--- config.mk ---
export PLATFORM = sky130hd
export DESIGN_NAME = multiplier_control
export DESIGN_NICKNAME = d
export VERILOG_FILES = /design/src/rtl/multiplier_control.sv
export SDC_FILE = /design/constraint.sdc
export NUM_CORES = 1
export LEC_CHECK = 0
export ABC_CLOCK_PERIOD_IN_PS = 1400
export BUFFER_PORTS_ARGS = -buffer_cell sky130_fd_sc_hd__buf_2
export CAP_MARGIN = 10
export CORE_AREA = 3 3 40 42
export CTS_CLUSTER_DIAMETER = 200
export DETAILED_ROUTE_END_ITERATION = 8
export DIE_AREA = 0 0 43 45
export PLACE_DENSITY = 0.51
export SLEW_MARGIN = 20
export SYNTH_ARGS = -nofsm -noshare
export SYNTH_HDL_FRONTEND = slang
export SYNTH_SLANG_ARGS = --single-unit
export TNS_END_PERCENT = 20
--- constraint.sdc ---
create_clock -name Clk -period 1.4 [get_ports Clk]
set_input_delay 0.07 -clock Clk [delete_from_list [all_inputs] [get_ports Clk]]
set_output_delay 0.07 -clock Clk [all_outputs]
set_load 0.01 [all_outputs]
--- src/rtl/multiplier_control.sv ---
`default_nettype none
// ============================================================================
// Module   : multiplier_control
// Purpose  : Sequencer for an 8-bit shift-and-add signed multiplier. It steps
//            the datapath through one accumulator clear, eight ADD/SHIFT
//            pairs (the last ADD subtracts because it is the sign bit), and
//            then a HOLD state that reports Done.
// Ports    : Clk           - system clock, rising edge
//            Reset         - synchronous active-high reset
//            Run           - start request for one multiply
//            ClearA_LoadB  - idle-time clear accumulator / load multiplier
//            M             - current multiplier LSB from the datapath
//            Clr_Ld        - clear/load strobe (IDLE only)
//            ClearA        - accumulator clear at the start of a multiply
//            Add / Sub     - add / subtract multiplicand into accumulator
//            Shift         - arithmetic right shift of accumulator:multiplier
//            Done          - multiply complete (HOLD state)
// Options  : MULT_CTRL_RUN_EDGE_EN - start on the rising edge of Run and make
//            Done a single-cycle pulse. Default: level-sensitive Run, Done
//            held while Run stays high.
// Revision : 1.0 - initial release
// ============================================================================
module multiplier_control (
   input  logic Clk,
   input  logic Reset,
   input  logic Run,
   input  logic ClearA_LoadB,
   input  logic M,
   output logic Clr_Ld,
   output logic ClearA,
   output logic Add,
   output logic Sub,
   output logic Shift,
   output logic Done
);

   typedef enum logic [2:0] {
      ST_IDLE  = 3'd0,
      ST_CLRA  = 3'd1,
      ST_ADD   = 3'd2,
      ST_SHIFT = 3'd3,
      ST_HOLD  = 3'd4
   } state_t;

   localparam logic [2:0] C_LAST_BIT = 3'd7;

   state_t     state_q, state_d;
   logic [2:0] cnt_q, cnt_d;
   logic       start;

`ifdef MULT_CTRL_RUN_EDGE_EN
   logic       run_q, run_d;

   // Only a fresh rising edge of Run starts a multiply.
   assign start = Run & ~run_q;
   assign run_d = Run;
`else
   assign start = Run;
`endif

   // ------------------------------------------------------------------------
   // Next-state and bit-counter logic
   // ------------------------------------------------------------------------
   always_comb begin
      state_d = state_q;
      cnt_d   = cnt_q;
      case (state_q)
         ST_IDLE: begin
            if (start) begin
               state_d = ST_CLRA;
               cnt_d   = 3'd0;
            end
         end
         ST_CLRA: begin
            state_d = ST_ADD;
            cnt_d   = 3'd0;
         end
         ST_ADD: begin
            state_d = ST_SHIFT;
         end
         ST_SHIFT: begin
            // The counter stops at 7 on the final shift, so it never wraps.
            if (cnt_q == C_LAST_BIT) begin
               state_d = ST_HOLD;
            end else begin
               state_d = ST_ADD;
               cnt_d   = cnt_q + 3'd1;
            end
         end
         ST_HOLD: begin
`ifdef MULT_CTRL_RUN_EDGE_EN
            state_d = ST_IDLE;
`else
            if (!Run) begin
               state_d = ST_IDLE;
            end
`endif
         end
         default: begin
            state_d = ST_IDLE;
            cnt_d   = 3'd0;
         end
      endcase
   end

   // ------------------------------------------------------------------------
   // State register
   // ------------------------------------------------------------------------
   always_ff @(posedge Clk) begin
      if (Reset) begin
         state_q <= ST_IDLE;
         cnt_q   <= 3'd0;
`ifdef MULT_CTRL_RUN_EDGE_EN
         run_q   <= 1'b0;
`endif
      end else begin
         state_q <= state_d;
         cnt_q   <= cnt_d;
`ifdef MULT_CTRL_RUN_EDGE_EN
         run_q   <= run_d;
`endif
      end
   end

   // ------------------------------------------------------------------------
   // Outputs. ClearA, Shift and Done decode the state register directly;
   // Add/Sub follow M within the ADD cycle. The datapath strobes are masked
   // while Reset is high so a reset that lands mid-multiply never lets a
   // stale strobe reach the datapath. Clr_Ld depends only on IDLE and the
   // inputs, with Run taking precedence over a clear/load request.
   // ------------------------------------------------------------------------
   assign Clr_Ld = (state_q == ST_IDLE) & ClearA_LoadB & ~Run;
   assign ClearA = ~Reset & (state_q == ST_CLRA);
   assign Add    = ~Reset & (state_q == ST_ADD) & M & (cnt_q != C_LAST_BIT);
   assign Sub    = ~Reset & (state_q == ST_ADD) & M & (cnt_q == C_LAST_BIT);
   assign Shift  = ~Reset & (state_q == ST_SHIFT);
   assign Done   = ~Reset & (state_q == ST_HOLD);

endmodule
`default_nettype wire

==> flow_summary.yaml <==
outcome:
  status: "complete, no violations"
place:
  dp_hpwl_um: 559.4
  io_buffers: 10
  dpl-instance-area_um2: 447.9
  globalplace.congestion: 0.6480
setup_path:
  slowest_stage: "dfxtp_2"
  crit_arrival_ns: 1.25
  critPathMostFrequentCell: "ha_4"
  path_max_fanout: 2
  path_class: "flip-flop to output port"
  reg2reg_depth: 6
  end_kind: "output port"
  startpoint_type: "flip-flop"
  slowest_delay_ns: 0.33
  critPathRequiredTime_ns: 1.33
  cp_cell_sequence: "ha_4, ha_4, buf_4, inv_1, nor2_1, buf_2"
layout:
  layout_commonest_cell: "buf_2"
  antennaDiodeCount: 0
  final_cell_mix: "buf_2 (10), nand2b_1 (4), dfxtp_2 (4)"
  areaGrowthSynthToFinish_pct: 29.90
  finish.instance_area_um2: 505.5
  final_nets: 64
  drive_gt1_frac: 0.4444
  fin_util: 0.3934
die:
  die_area_mm2: 0.001935
  ios: 11
  die_y_um: 45
  rows: 13
  die_width_um: 43
  initial_utilization: 0.3028
  coreArea_mm2: 0.001285
timing:
  rsz0062_at_grt: "true"
  maxSlewViolCount: 0
  hold_violations: 0
  worst_hold_slack_ns: 0.1045
  final.min_clock_period_ns: 1.315
  worst_pin_slew_ns: 0.3335
  relSlewSlack: 0.7774
  fmax_mhz: 760.4
  setup_viol: 0
  period_share: 0.9393
  tns_ns: 0
  fin_skew_ns: 0.002302
hold_path:
  hp-class: "primary input to flip-flop"
  hold_path_depth: 2
logic_synthesis:
  synth_seq_area_share: 0.3087
  ys_ff_latch: 6
  syn_inst: 43
  synth-edff-count: 0
  avgSynthCellArea_um2: 9.049
  synth_flop_cell: "dfxtp_1"
  syn_nets: 51
  synthArstFlopShare: 0
  synth_cell_types: 22
  yosysWarnings: 0
  syn-cell-area_um2: 389.1
route:
  wl_um: 811
  vias_per_cell: 4.855
  vias: 335
  dr.pass1.iters: 2
  drtIter0Drc: 4
  drc: 0
  wl_per_cell_um: 11.75
  ant_nets: 0
power_and_ir_drop:
  leakagePower_uw: 0.0002254
  clkPwrFrac: 0.397
  swShare: 0.2485
  p_sw_uw: 100.3
  pwr-share-comb: 0.125
  seqPwrFrac: 0.478
  finalPower_uw: 403.6
  p_int_uw: 303.3
  ir_drop_mv: 0.4759
  power_density_mw_per_mm2: 798.4
cts:
  cts_root_buf: "clkbuf_4"
  cts_made_buffers: 3
  insertion_delay_ns: 0.24
  cts.clk_slew.worst_paths_ns: 0.05
  cts.sinks: 6
  cts_max_level: 1
  cts.path.max_buffers: 2
  holdBufCountCts: 0
  cts_tree: "built"
flow_run:
  cap_viol_max_count: 0
global_route:
  grt_pass1_wl_um: 1359
  grt_usage: 0.1009
  grt_start_max_net_pins: 13
  antenna_found_initial: 0
  overflow: 0
  grt_pass1_vias: 305
-- worst max-delay path: cells and delay by family, from the launching register on --
kind / cells / cell delay (ns)
DFF: 1 / 0.33
adders and majority gates: 2 / 0.33
buffers and inverters: 3 / 0.31
and+or+nand+nor: 1 / 0.04
-- power groups by stage --
stage          registers [uW]  clock network (uW)  logic, uW
3_5_place_dp              194                   0       49.5
4_1_cts                   191                 171       49.8
6_report                  193                 160       50.4
2_1_floorplan             182                   0       48.0
5_1_grt                   194                 190       56.6
3_3_place_gp              194                   0       49.5
-- flip-flops by register name, summed over array words and instances, names as in the netlist --
| signal | count |
|---|---|
| state_q | 3 |
| cnt_q | 3 |
-- area by class of cell --
cell class              count  area [um2]
multi-input cells          32       270.3
repair buffers             12       65.06
clock buffers               3       22.52
flip-flops and latches      6       125.1
inverters                   1       3.754
fillers                   140       779.5
well taps                  15       18.77
-- through the flow --
| stage | instances | setup WS, ns |
|---|---|---|
| finish | 69 | 0.08493 |
| global route | 69 | -0.05290 |
| CTS | 69 | 0.01094 |
| detailed placement | 66 | -0.03534 |
| global placement | 66 | -0.02942 |
| floorplan | 43 | 0.02414 |
-- what timing repair did --
item	in CTS	in global routing
pin swaps	0	1
setup endpoints to repair	5	5
resized for setup	4	5
setup buffers	0	0
cloned	0	0
-- path summary, 6_finish.rpt --
kind / startpoint / end / slack [ns]
worst min register to register: cnt_q[0] / cnt_q[0] / 0.50
worst max-delay path: cnt_q[1] / Sub / 0.08
worst max register to register: cnt_q[1] / cnt_q[1] / 0.08
worst min-delay path: Reset / state_q[1] / 0.10
-- synthesized netlist by cell type, types with 2 or more instances --
cell	n	area (um2)
buf_2	2	10.01
dfxtp_1	6	120.1
ha_1	3	37.54
mux2i_1	3	30.03
nand2_1	3	11.26
nand2b_1	4	25.02
nand3_1	2	10.01
nor2_1	3	11.26
nor3_1	3	15.01
nor4b_1	2	17.52
-- logic make-up after synthesis --
group | count (synthesis) | share of synthesized area
adders and majority gates | 3 | 0.09647
muxes | 3 | 0.07717
buffers and inverters | 5 | 0.07394
and+or+nand+nor | 23 | 0.3794
AOI/OAI and AO/OA | 3 | 0.06427
DFF | 6 | 0.3087
-- layer usage --
metal  global-route usage  vias up  wire (um)
met5                    0        -          0
met4              0.05422        0         19
met3              0.05976        2         61
met2               0.1677        9        395
met1              0.09927      152        335
li1                     -      172          -
(Power assumes the default switching activity.)
